## src/rtl/op_fifo_unit_if.sv

```systemverilog
// rtl/op_fifo_unit_if.sv - write/read method bus and status flags of op_fifo_unit
interface op_fifo_unit_if #(
  parameter int DATA_W = 8
);
  logic [2:0]        write_address;
  logic [DATA_W-1:0] write_data;
  logic              write_en;
  logic              write_rdy;
  logic [2:0]        read_address;
  logic              read_en;
  logic [DATA_W-1:0] read_data;
  logic              read_rdy;
  logic              a_full_n;
  logic              b_full_n;
  logic              y_empty_n;

  modport master (
    output write_address, write_data, write_en,
    output read_address, read_en,
    input  write_rdy, read_data, read_rdy,
    input  a_full_n, b_full_n, y_empty_n
  );

  modport slave (
    input  write_address, write_data, write_en,
    input  read_address, read_en,
    output write_rdy, read_data, read_rdy,
    output a_full_n, b_full_n, y_empty_n
  );
endinterface

```

## src/rtl/op_fifo_unit.sv

```systemverilog
// rtl/op_fifo_unit.sv - two operand FIFOs, selectable-op compute stage, result FIFO
module op_fifo_unit #(
  parameter int DATA_W = 8,
  parameter int DEPTH  = 4
) (
  input  logic          CLK,
  input  logic          RST_N,
  op_fifo_unit_if.slave bus
);

  localparam int PW = (DEPTH > 1) ? $clog2(DEPTH) : 1;
  localparam int CW = $clog2(DEPTH + 1);
  localparam logic [CW-1:0] FULL_CNT = CW'(DEPTH);

  typedef enum logic [1:0] {
    MODE_OR  = 2'b00,
    MODE_AND = 2'b01,
    MODE_XOR = 2'b10,
    MODE_ADD = 2'b11
  } mode_t;

  // method readiness
  logic rdy_q;
  logic wr_fire;
  logic rd_fire;

  // FIFO storage
  logic [DATA_W-1:0] mem_a [DEPTH];
  logic [DATA_W-1:0] mem_b [DEPTH];
  logic [DATA_W-1:0] mem_y [DEPTH];

  // pointers and occupancy
  logic [PW-1:0] a_wr_ptr, a_rd_ptr;
  logic [PW-1:0] b_wr_ptr, b_rd_ptr;
  logic [PW-1:0] y_wr_ptr, y_rd_ptr;
  logic [CW-1:0] cnt_a, cnt_b, cnt_y;

  // fullness / emptiness from pre-edge counts only
  logic a_full, b_full, y_full;
  logic a_empty, b_empty, y_empty;

  // per-cycle actions
  logic a_push_req, b_push_req, y_pop_req, ctrl_wr;
  logic a_push, b_push, y_pop;
  logic compute;
  logic a_ovf_set, b_ovf_set, y_udf_set;

  // control / status
  mode_t mode;
  logic  a_ovf, b_ovf, y_udf;

  logic [DATA_W-1:0] a_head, b_head, y_head;
  logic [DATA_W-1:0] result;
  logic [DATA_W-1:0] rdata;

  // methods become ready on the first edge after reset release
  always_ff @(posedge CLK or negedge RST_N) begin
    if (!RST_N) begin
      rdy_q <= 1'b0;
    end else begin
      rdy_q <= 1'b1;
    end
  end

  assign bus.write_rdy = rdy_q;
  assign bus.read_rdy  = rdy_q;
  assign wr_fire       = bus.write_en & rdy_q;
  assign rd_fire       = bus.read_en & rdy_q;

  assign a_full  = (cnt_a == FULL_CNT);
  assign b_full  = (cnt_b == FULL_CNT);
  assign y_full  = (cnt_y == FULL_CNT);
  assign a_empty = (cnt_a == '0);
  assign b_empty = (cnt_b == '0);
  assign y_empty = (cnt_y == '0);

  assign bus.a_full_n  = ~a_full;
  assign bus.b_full_n  = ~b_full;
  assign bus.y_empty_n = ~y_empty;

  assign a_head = mem_a[a_rd_ptr];
  assign b_head = mem_b[b_rd_ptr];
  assign y_head = mem_y[y_rd_ptr];

  // decode method strobes into FIFO actions; no bypass between push and pop
  always_comb begin
    a_push_req = wr_fire && (bus.write_address == 3'd4);
    b_push_req = wr_fire && (bus.write_address == 3'd5);
    ctrl_wr    = wr_fire && (bus.write_address == 3'd6);
    y_pop_req  = rd_fire && (bus.read_address == 3'd3);

    a_push    = a_push_req && !a_full;
    b_push    = b_push_req && !b_full;
    y_pop     = y_pop_req && !y_empty;
    a_ovf_set = a_push_req && a_full;
    b_ovf_set = b_push_req && b_full;
    y_udf_set = y_pop_req && y_empty;

    compute   = !a_empty && !b_empty && !y_full;
  end

  // operation applied to the operand heads under the current mode
  always_comb begin
    result = '0;
    case (mode)
      MODE_OR:  result = a_head | b_head;
      MODE_AND: result = a_head & b_head;
      MODE_XOR: result = a_head ^ b_head;
      MODE_ADD: result = a_head + b_head;
      default:  result = '0;
    endcase
  end

  // FIFO payload storage; contents are don't-care until counted valid
  always_ff @(posedge CLK) begin
    if (a_push) begin
      mem_a[a_wr_ptr] <= bus.write_data;
    end
    if (b_push) begin
      mem_b[b_wr_ptr] <= bus.write_data;
    end
    if (compute) begin
      mem_y[y_wr_ptr] <= result;
    end
  end

  // operand A pointers and occupancy
  always_ff @(posedge CLK or negedge RST_N) begin
    if (!RST_N) begin
      a_wr_ptr <= '0;
      a_rd_ptr <= '0;
      cnt_a    <= '0;
    end else begin
      if (a_push) begin
        a_wr_ptr <= a_wr_ptr + 1'b1;
      end
      if (compute) begin
        a_rd_ptr <= a_rd_ptr + 1'b1;
      end
      cnt_a <= cnt_a + CW'(a_push) - CW'(compute);
    end
  end

  // operand B pointers and occupancy
  always_ff @(posedge CLK or negedge RST_N) begin
    if (!RST_N) begin
      b_wr_ptr <= '0;
      b_rd_ptr <= '0;
      cnt_b    <= '0;
    end else begin
      if (b_push) begin
        b_wr_ptr <= b_wr_ptr + 1'b1;
      end
      if (compute) begin
        b_rd_ptr <= b_rd_ptr + 1'b1;
      end
      cnt_b <= cnt_b + CW'(b_push) - CW'(compute);
    end
  end

  // result Y pointers and occupancy
  always_ff @(posedge CLK or negedge RST_N) begin
    if (!RST_N) begin
      y_wr_ptr <= '0;
      y_rd_ptr <= '0;
      cnt_y    <= '0;
    end else begin
      if (compute) begin
        y_wr_ptr <= y_wr_ptr + 1'b1;
      end
      if (y_pop) begin
        y_rd_ptr <= y_rd_ptr + 1'b1;
      end
      cnt_y <= cnt_y + CW'(compute) - CW'(y_pop);
    end
  end

  // mode register and sticky error flags; a new error beats a same-cycle clear
  always_ff @(posedge CLK or negedge RST_N) begin
    if (!RST_N) begin
      mode  <= MODE_OR;
      a_ovf <= 1'b0;
      b_ovf <= 1'b0;
      y_udf <= 1'b0;
    end else begin
      if (ctrl_wr) begin
        mode <= mode_t'(bus.write_data[1:0]);
      end
      if (ctrl_wr && bus.write_data[2]) begin
        a_ovf <= a_ovf_set;
        b_ovf <= b_ovf_set;
        y_udf <= y_udf_set;
      end else begin
        a_ovf <= a_ovf | a_ovf_set;
        b_ovf <= b_ovf | b_ovf_set;
        y_udf <= y_udf | y_udf_set;
      end
    end
  end

  // read mux, combinational from address and current state
  always_comb begin
    rdata = '0;
    if (rd_fire) begin
      case (bus.read_address)
        3'd0:    rdata = DATA_W'(bus.a_full_n);
        3'd1:    rdata = DATA_W'(bus.b_full_n);
        3'd2:    rdata = DATA_W'(bus.y_empty_n);
        3'd3:    rdata = y_empty ? '0 : y_head;
        3'd4:    rdata = DATA_W'(cnt_a);
        3'd5:    rdata = DATA_W'(cnt_b);
        3'd6:    rdata = DATA_W'(cnt_y);
        3'd7:    rdata = {{(DATA_W-5){1'b0}}, mode, y_udf, b_ovf, a_ovf};
        default: rdata = '0;
      endcase
    end
  end

  assign bus.read_data = rdata;

endmodule

```

## src/flat_wrapper.sv

```systemverilog
// flat-port wrapper written by rule: the top's interface ports become plain ports
module op_fifo_unit_flat 
#(
  parameter int DATA_W = 8,
  parameter int DEPTH  = 4
)
  (CLK, RST_N, bus_write_address, bus_write_data, bus_write_en, bus_read_address, bus_read_en, bus_write_rdy, bus_read_data, bus_read_rdy, bus_a_full_n, bus_b_full_n, bus_y_empty_n);
  op_fifo_unit_if #(.DATA_W(DATA_W)) bus_i ();
  input  logic CLK;
  input  logic RST_N;
  input wire logic [$bits(bus_i.write_address)-1:0] bus_write_address;
  input wire logic [$bits(bus_i.write_data)-1:0] bus_write_data;
  input wire logic [$bits(bus_i.write_en)-1:0] bus_write_en;
  input wire logic [$bits(bus_i.read_address)-1:0] bus_read_address;
  input wire logic [$bits(bus_i.read_en)-1:0] bus_read_en;
  output wire logic [$bits(bus_i.write_rdy)-1:0] bus_write_rdy;
  output wire logic [$bits(bus_i.read_data)-1:0] bus_read_data;
  output wire logic [$bits(bus_i.read_rdy)-1:0] bus_read_rdy;
  output wire logic [$bits(bus_i.a_full_n)-1:0] bus_a_full_n;
  output wire logic [$bits(bus_i.b_full_n)-1:0] bus_b_full_n;
  output wire logic [$bits(bus_i.y_empty_n)-1:0] bus_y_empty_n;
  assign bus_i.write_address = bus_write_address;
  assign bus_i.write_data = bus_write_data;
  assign bus_i.write_en = bus_write_en;
  assign bus_i.read_address = bus_read_address;
  assign bus_i.read_en = bus_read_en;
  assign bus_write_rdy = bus_i.write_rdy;
  assign bus_read_data = bus_i.read_data;
  assign bus_read_rdy = bus_i.read_rdy;
  assign bus_a_full_n = bus_i.a_full_n;
  assign bus_b_full_n = bus_i.b_full_n;
  assign bus_y_empty_n = bus_i.y_empty_n;
  op_fifo_unit #(.DATA_W(DATA_W), .DEPTH(DEPTH)) u_core (.CLK(CLK), .RST_N(RST_N), .bus(bus_i));
endmodule
```

## config.mk

```make
export PLATFORM = sky130hd
export DESIGN_NAME = op_fifo_unit_flat
export DESIGN_NICKNAME = d
export VERILOG_FILES = /design/src/rtl/op_fifo_unit_if.sv /design/src/rtl/op_fifo_unit.sv /design/src/flat_wrapper.sv
export SDC_FILE = /design/constraint.sdc
export NUM_CORES = 1
export LEC_CHECK = 0
export ABC_AREA = 1
export CAP_MARGIN = 20
export CORE_UTILIZATION = 40
export DETAILED_ROUTE_END_ITERATION = 7
export DONT_BUFFER_PORTS = 1
export MAX_ROUTING_LAYER = met4
export SLEW_MARGIN = 0
export SYNTH_ARGS = -nofsm -noshare
export SYNTH_HDL_FRONTEND = slang
export SYNTH_SLANG_ARGS = --single-unit
```

## constraint.sdc

```tcl
create_clock -name CLK -period 5.1 [get_ports CLK]
set_clock_uncertainty 0.2 [all_clocks]
set_input_delay 0 -clock CLK [delete_from_list [all_inputs] [get_ports CLK]]
set_output_delay 0 -clock CLK [all_outputs]
set_load 0.02 [all_outputs]
```

==> flow_summary.json, run 1 <==
{
  "synthCells": 571,
  "cts_tree": "yes",
  "power.density_mw_per_mm2": 654,
  "drive_gt1_share_pct": 5.76,
  "endpoint_kind": "register",
  "antenna_found_initial": 0,
  "clk_pin_slew_ps": 50,
  "worst_ep_required_time_ps": 5100,
  "cap_violations": 0,
  "hold_class": "input port to output port",
  "drt_pass1_iterations": 5,
  "worst_slew_pin_slew_ps": 933,
  "dieArea_mm2": 0.0155,
  "dr_total_vias": 3967,
  "die_x_um": 125,
  "dp_hpwl_um": 8780,
  "cts.sinks": 123,
  "fp.coreArea_mm2": 0.0146,
  "yosysUniqueCellTypes": 33,
  "clock-root-buffer": "clkbuf_16",
  "synth.ff_latch_count": 123,
  "synthTopCellsByArea": "edfxtp_1, dfrtp_1, ha_1",
  "cts_made_buffers": 17,
  "io-pin-count": 31,
  "ctsHtreeMaxLevel": 4,
  "diodes": 0,
  "worstPathArrival_ps": 3190,
  "synth-edff-count": 96,
  "grt_setup_unrepaired": "false",
  "slew_violations": 0,
  "postPlaceCellArea_mm2": 0.00614,
  "maxSlewHeadroom_pct": 37.6,
  "ir_drop_uv": 345,
  "avgSynthCellArea_um2": 10.5,
  "status": "finished clean",
  "tns_ps": 0,
  "drt_iter0_markers": 320,
  "crit_fanout": 18,
  "netlist.area_leader.share_pct": 48.0,
  "syn-cell-area_mm2": 0.00600,
  "overflow": 0,
  "timing.final.crit_share_pct": 62.4,
  "start_util_pct": 41.2,
  "clkPwrFrac_pct": 26.0,
  "grt_pass1_vias": 4029,
  "row_count": 44,
  "clock_latency_ps": 420,
  "final_antenna_net_count": 0,
  "die-height_um": 125,
  "wl_um": 12500,
  "final-setup-viol-count": 0,
  "hold_viol": 0,
  "comb_power_share_pct": 37.9,
  "internal-power_w": 0.00281,
  "fin_nets": 652,
  "critical_path_class": "register to register",
  "port_buffers": 0,
  "syn_nets": 627,
  "p_leak_nw": 2.88,
  "synth_common_cells": "nand2_1, edfxtp_1, inv_1, nor2_1, ha_1",
  "grt_usage_pct": 18.1,
  "post_drt_wl_per_cell_um": 15.8,
  "power.switching_w": 0.00174,
  "post-cts-setup-buffer-count": 0,
  "synth_flop_cell": "edfxtp_1",
  "drc_errors": 0,
  "design_area_mm2": 0.00696,
  "seq_area_frac_synth_pct": 59.3,
  "yosysMostFrequentCell": "nand2_1",
  "startpoint_type": "register",
  "place.gp.congestion": 0.852,
  "power_switching_share_pct": 38.2,
  "post-synth-top-area-cell": "edfxtp_1",
  "syn_to_final_growth_pct": 15.9,
  "synthArstFlopShare_pct": 22.0,
  "fin_crit_ps": 3180,
  "cts_buffer_depth": 2,
  "yosys_warnings": 0,
  "fmax_mhz": 314,
  "seqPwrFrac_pct": 36.1,
  "grt_pass1_wl_um": 20900,
  "grt_max_degree": 28,
  "vias_per_cell": 5.01
}
logic make-up after synthesis:
| group | synth area share [%] |
|---|---|
| AND/OR/NAND/NOR | 13.8 |
| flip-flops | 59.3 |
| buffers and inverters | 6.98 |
| AO/OA/AOI/OAI | 8.92 |
| adder cells (fa/ha/maj) | 8.42 |
| XOR/XNOR | 2.33 |
| other | 0.0625 |
| multiplexers | 0.188 |
sequential cells by signal, summed over array words and instances, names as in the netlist:
register,flops
u_core.cnt_b,3
u_core.cnt_y,3
u_core.a_rd_ptr,2
u_core.b_rd_ptr,2
u_core.b_wr_ptr,2
u_core.cnt_a,3
u_core.a_ovf,1
u_core.bus.read_rdy,1
u_core.y_wr_ptr,2
u_core.y_udf,1
u_core.b_ovf,1
u_core.mem_y,32
u_core.y_rd_ptr,2
u_core.mem_b,32
u_core.mode,2
u_core.a_wr_ptr,2
u_core.mem_a,32
layout by cell type (no fill, tap or decap):
cell           instances
a21oi_1               30
a32oi_1               16
buf_12                 2
bufinv_16              3
clkbuf_1               1
clkbuf_16             17
clkinv_1               5
clkinv_2               2
clkinv_4               3
clkinvlp_4             2
conb_1                 1
dfrtp_1               27
dlygate4sd3_1         20
edfxtp_1              96
fa_1                   4
ha_1                  34
inv_1                 83
inv_2                  1
mux2_2                 1
nand2_1              108
nand2_2                1
nand3_1               21
nand3_2                1
nand3b_1               3
nand4_1                3
nor2_1                60
nor2_4                 1
nor3_1                 2
nor3_4                 1
o211ai_1               1
o21ai_0               29
o21bai_1               3
o221ai_1               2
o22ai_1                7
o32ai_1                1
xnor2_1                3
xor2_1                13
power by group through the flow:
stage	sequential (W)	combinational (W)	clock (W)
3_3_place_gp	0.00165	0.00163	0
5_1_grt	0.00168	0.00200	0.00125
3_5_place_dp	0.00166	0.00170	0
6_report	0.00164	0.00172	0.00119
4_1_cts	0.00164	0.00174	0.00120
2_1_floorplan	0.00156	0.00139	0
worst paths after layout:
path                                      from            endpoint  slack [ps]  cells after the start
min in group asynchronous                RST_N     u_core.cnt_y[1]         450                      4
max in group asynchronous                RST_N  u_core.y_wr_ptr[0]        4070                      4
max reg2reg                 u_core.b_rd_ptr[0]  u_core.mem_y[3][4]        1920                     11
min                        bus_read_address[2]    bus_read_data[3]          20                      2
min reg2reg                 u_core.a_rd_ptr[1]  u_core.a_rd_ptr[1]         280                      1
max                         u_core.b_rd_ptr[0]  u_core.mem_y[3][4]        1920                     11
metrics by stage:
stage	cells	utilization (%)	total power (W)	worst slack (ps)	hold slack (ps)
floorplan	571	-	0.00295	2580	-496
global placement	739	42.1	0.00328	2020	-495
detailed placement	739	42.1	0.00336	1910	-495
CTS	792	47.7	0.00459	1900	24.2
global route	792	47.7	0.00492	1670	39.1
finish	792	47.7	0.00455	1920	24.2
routing by layer:
metal	up-vias	part of all wire (%)	track usage (%)	wire [um]
li1	1966	-	-	-
met1	1895	47	22.8	5820
met2	90	47	27.7	5910
met3	16	4.2	4.77	521
met4	0	2.0	7.23	248
met5	-	0	-	0
worst max-delay path, cell delays in order, from the launching register on:
cell and delay, ps:
dfrtp_1 690, clkinv_1 570, nand2_1 180, a32oi_1 190
inv_1 100, ha_1 290, nand2_1 90, nand2_1 70
o21bai_1 180, nand3_1 70, nand2_1 50, o21bai_1 280
area by class of cell:
class	count	area (um2)
fill	1259	7630
sequential	123	3560
multi-input combinational	346	2030
clock buffer	18	429
inverter	86	323
timing repair buffer	22	240
tap	184	230
clock inverter	13	153
timing repair:
| item | CTS | global route |
|---|---|---|
| resized for setup | 0 | 0 |
| hold endpoints to repair | 104 | 0 |
| hold buffers | 22 | 0 |
(Power assumes the default switching activity.)
==> run 2, diff against run 1 <==
==> constraint.sdc (replaced) <==
create_clock -name CLK -period 3.05 [get_ports CLK]
set_clock_uncertainty 0.2 [all_clocks]
set_input_delay 0 -clock CLK [delete_from_list [all_inputs] [get_ports CLK]]
set_output_delay 0 -clock CLK [all_outputs]
set_load 0.02 [all_outputs]
==> flow_summary.json, run 2 (synthesis results as in run 1) <==
{
  "status": "finished clean",
  "cts_made_buffers": 17,
  "dr_total_vias": 4111,
  "dp_worst_setup_slack_ps": 40.0,
  "place.gp.congestion": 0.907,
  "antenna_found_initial": 0,
  "grt_usage_pct": 18.6,
  "grt_setup_unrepaired": "false",
  "worst_slack_ps": 264,
  "crit_fanout": 16,
  "drive_gt1_share_pct": 9.86,
  "vias_per_cell": 5.06,
  "fp.coreArea_mm2": 0.0146,
  "reg2reg_depth": 9,
  "grt_pass1_wl_um": 21300,
  "cts.sinks": 123,
  "dieArea_mm2": 0.0155,
  "clock-root-buffer": "clkbuf_16",
  "wl_um": 13200,
  "regToRegStartpoint": "u_core.b_rd_ptr[1]",
  "row_count": 44,
  "diodes": 0,
  "multi_input_area_mm2": 0.00204,
  "timing.final.crit_share_pct": 91.3,
  "ir_drop_uv": 611,
  "startpoint_type": "register",
  "final_cell_mix": "nand2_1, edfxtp_1, inv_1",
  "drt_iter0_markers": 269,
  "cp-startpoint": "u_core.b_rd_ptr[1]",
  "p_leak_nw": 2.99,
  "tns_ps": 0,
  "fin_util_pct": 49.1,
  "worst_slew_pin_slew_ps": 636,
  "worstPathArrival_ps": 2750,
  "post_drt_wl_per_cell_um": 16.2,
  "cts_buffer_depth": 2,
  "fmax_mhz": 359,
  "grt_pass1_vias": 4104,
  "cts_tree": "yes",
  "fin_nets": 672,
  "postPlaceCellArea_mm2": 0.00627,
  "hold_class": "input port to output port",
  "overflow": 0,
  "fin_crit_ps": 2790,
  "clock_latency_ps": 410,
  "hold_viol": 0,
  "syn_to_final_growth_pct": 19.3,
  "power.density_mw_per_mm2": 1100,
  "drt_pass1_iterations": 5,
  "ctsHtreeMaxLevel": 4,
  "final-setup-viol-count": 0,
  "worst_ep_required_time_ps": 3010,
  "drc_errors": 0,
  "endpoint_kind": "register",
  "r2r-end": "u_core.mem_y[2][3]",
  "endpoint": "u_core.mem_y[2][3]",
  "maxSlewHeadroom_pct": 57.6,
  "io-pin-count": 31,
  "final_antenna_net_count": 0,
  "reg2reg_slack_ps": 260,
  "critical_path_class": "register to register",
  "design_area_mm2": 0.00716,
  "final_common_cell": "nand2_1",
  "seq_area_mm2": 0.00356,
  "die-height_um": 125,
  "n_fill_cell": 1265,
  "dp_hpwl_um": 8980,
  "cap_violations": 0,
  "grt_max_degree": 28,
  "slew_violations": 0,
  "die_x_um": 125,
  "start_util_pct": 41.2,
  "clk_pin_slew_ps": 50,
  "port_buffers": 0,
  "hold_ws_ps": 13.6,
  "largestRegisters": "u_core.mem_a: 32 flops, u_core.mem_b: 32 flops, u_core.mem_y: 32 flops"
}
## run 2: power breakdown
group | internal (W) | switching (W)
Combinational | 0.00111 | 0.00202
Clock | 0.00136 | 0.000695
Sequential | 0.00245 | 0.000254
## run 2: critical path: stages, from the launching register on
cell	delay, ps
dfrtp_1	400
clkinvlp_4	270
a32oi_1	480
inv_1	150
ha_1	330
nand3_1	80
nand3_1	110
nand3_1	90
nand2_1	60
o21bai_1	380
## run 2: final cells by class
class / instances / share of cell area [%]
multi-input cells: 346 / 28.5
inverters: 86 / 4.66
clock buffers: 19 / 6.04
repair buffers: 42 / 5.42
flip-flops and latches: 123 / 49.7
well taps: 184 / 3.21
clock inverters: 13 / 2.43
## run 2: how the worst min path moves through the flow
stage,from,endpoint,slack [ps],cells after the start
6_report,bus_read_address[2],bus_read_data[3],10,2
3_5_place_dp,RST_N,u_core.y_udf,-490,0
5_1_grt,bus_read_address[2],bus_read_data[3],50,2
2_1_floorplan,RST_N,u_core.a_ovf,-500,0
4_1_cts,bus_read_address[2],bus_read_data[3],20,2
3_3_place_gp,RST_N,u_core.cnt_y[1],-490,0
## run 2: timing repair
action / CTS / global route
setup endpoints to repair: 0 / 16
setup buffers: 0 / 4
hold buffers: 21 / 0
hold endpoints to repair: 102 / 0
gates resized for setup: 0 / 6
## run 2: stage by stage
| step | cells | power [W] |
|---|---|---|
| after floorplan | 571 | 0.00493 |
| after global placement | 756 | 0.00561 |
| after detailed placement | 756 | 0.00573 |
| after CTS | 809 | 0.00785 |
| after global routing | 813 | 0.00850 |
| final | 813 | 0.00789 |
## run 2: per-layer routing
metal | up-vias | global-route usage (%) | wire, um
li1 | 2009 | - | -
met1 | 1965 | 23.5 | 5920
met2 | 121 | 29.5 | 6380
met3 | 16 | 4.25 | 696
met4 | 0 | 6.31 | 189
met5 | - | - | 0
==> run 3, diff against run 2 <==
--- a/config.mk
+++ b/config.mk
@@ -7,6 +7,7 @@
 export LEC_CHECK = 0
 export ABC_AREA = 1
 export CAP_MARGIN = 20
+export CORE_MARGIN = 2
 export CORE_UTILIZATION = 40
 export DETAILED_ROUTE_END_ITERATION = 7
 export DONT_BUFFER_PORTS = 1
==> flow_summary.json, run 3 (synthesis results as in run 1) <==
{
  "status": "finished clean",
  "vias_per_cell": 5.01,
  "seq_area_mm2": 0.00356,
  "timing.final.crit_share_pct": 91.7,
  "multi_input_area_mm2": 0.00204,
  "critical_path_class": "register to register",
  "crit_fanout": 4,
  "grt_setup_unrepaired": "false",
  "largestRegisters": "u_core.mem_a: 32 flops, u_core.mem_b: 32 flops, u_core.mem_y: 32 flops",
  "cts_buffer_depth": 2,
  "syn_to_final_growth_pct": 19.1,
  "worst_slew_pin_slew_ps": 788,
  "drt_pass1_iterations": 5,
  "drc_errors": 0,
  "place.gp.congestion": 0.795,
  "power.switching_w": 0.00298,
  "tns_ps": 0,
  "startpoint_type": "register",
  "p_leak_nw": 2.98,
  "internal-power_w": 0.00495,
  "clock-root-buffer": "clkbuf_16",
  "final_common_cell": "nand2_1",
  "row_count": 44,
  "dp_hpwl_um": 8940,
  "clkPwrFrac_pct": 26.1,
  "power_switching_share_pct": 37.6,
  "wl_um": 12900,
  "overflow": 0,
  "diodes": 0,
  "die_x_um": 127,
  "grt_pass1_wl_um": 21400,
  "dp_worst_setup_slack_ps": 128,
  "io-pin-count": 31,
  "final_antenna_net_count": 0,
  "seqPwrFrac_pct": 34.1,
  "die-height_um": 127,
  "fin_crit_ps": 2800,
  "worst_ep_required_time_ps": 3140,
  "endpoint_kind": "register",
  "power.density_mw_per_mm2": 1110,
  "fp.coreArea_mm2": 0.0146,
  "ctsHtreeMaxLevel": 4,
  "cap_violations": 0,
  "slew_violations": 0,
  "n_fill_cell": 1292,
  "final_cell_mix": "nand2_1, edfxtp_1, inv_1",
  "drt_iter0_markers": 298,
  "clk_pin_slew_ps": 60,
  "cts_tree": "yes",
  "comb_power_share_pct": 39.8,
  "grt_usage_pct": 17.8,
  "hold_class": "input port to output port",
  "p_total_w": 0.00792,
  "drive_gt1_share_pct": 9.73,
  "dieArea_mm2": 0.0160,
  "grt_pass1_vias": 4150,
  "dr_total_vias": 4066,
  "antenna_found_initial": 0,
  "dp.cells": 751,
  "cts_made_buffers": 17,
  "post_drt_wl_per_cell_um": 16.0,
  "cts.sinks": 123,
  "final-setup-viol-count": 0,
  "ir_drop_uv": 498,
  "grt_max_degree": 28,
  "fin_nets": 670,
  "final_cells": 811,
  "clock_latency_ps": 410,
  "maxSlewHeadroom_pct": 47.3,
  "worstPathArrival_ps": 2880,
  "worst_slack_ps": 254,
  "fmax_mhz": 358,
  "port_buffers": 0,
  "hold_viol": 0,
  "start_util_pct": 41.2
}
run 3: cell count changes in the layout (fill, tap and decap cells not counted):
| cell | before | now |
|---|---|---|
| buf_4 | 21 | 18 |
| clkinv_1 | 4 | 2 |
| clkinv_4 | 1 | 3 |
| clkbuf_1 | 2 | 3 |
| clkinv_2 | 2 | 3 |
| clkinvlp_4 | 5 | 4 |
| dfrtp_1 | 27 | 26 |
| dfrtp_2 | 0 | 1 |
| dlygate4sd3_1 | 19 | 20 |
| inv_6 | 1 | 0 |
run 3: worst paths after layout:
| path | depth (start not counted) | slack [ps] | startpoint | end |
|---|---|---|---|---|
| max | 7 | 250 | u_core.bus.read_rdy | u_core.b_ovf |
| min | 2 | 10 | bus_read_address[2] | bus_read_data[3] |
| max reg2reg | 7 | 250 | u_core.bus.read_rdy | u_core.b_ovf |
| min reg2reg | 2 | 340 | u_core.a_ovf | u_core.a_ovf |
| max in group asynchronous | 4 | 1990 | RST_N | u_core.bus.read_rdy |
| min in group asynchronous | 4 | 480 | RST_N | u_core.cnt_b[2] |
run 3: worst max-delay path, stage by stage, from the launching register on:
cell and delay (ps):
dfrtp_2 520, nand2_1 140, nor2_1 140, nand3_1 100
dlygate4sd3_1 640, nor2_1 250, o32ai_1 120, dlygate4sd3_1 570
run 3: cell type report:
cell class	instances	share of cell area (%)
Clock inverter	12	2.41
Sequential cell	123	49.8
Clock buffer	20	6.10
Timing Repair Buffer	40	5.25
Inverter	86	4.67
Tap cell	184	3.22
Multi-Input combinational cell	346	28.6
run 3: per-stage QoR:
step	hold slack (ps)	util [%]	instance area [um2]
2_1_floorplan	-496	-	6000
3_3_place_gp	-495	42.7	6230
3_5_place_dp	-495	42.7	6230
4_1_cts	11.1	48.5	7080
5_1_grt	40.4	49.0	7150
6_report	11.4	49.0	7150
run 3: power groups by stage:
stage	combinational, W	clock, W	sequential [W]
CTS	0.00308	0.00209	0.00269
finish	0.00316	0.00207	0.00270
global route	0.00363	0.00217	0.00275
floorplan	0.00232	0	0.00260
global placement	0.00289	0	0.00270
detailed placement	0.00300	0	0.00272
run 3: what timing repair did:
item / in CTS / in global routing
gates resized for setup: 0 / 7
endpoints found under the hold margin: 102 / 0
buffers inserted: 0 / 6
hold buffers: 22 / 0
setup endpoints to repair: 0 / 17
run 3: per-layer routing:
layer / up-vias / GRT usage (%) / routed length (um)
li1: 2006 / - / -
met1: 1953 / 22.8 / 6060
met2: 93 / 28.1 / 6180
met3: 14 / 3.54 / 485
met4: 0 / 6.66 / 218
met5: - / - / 0
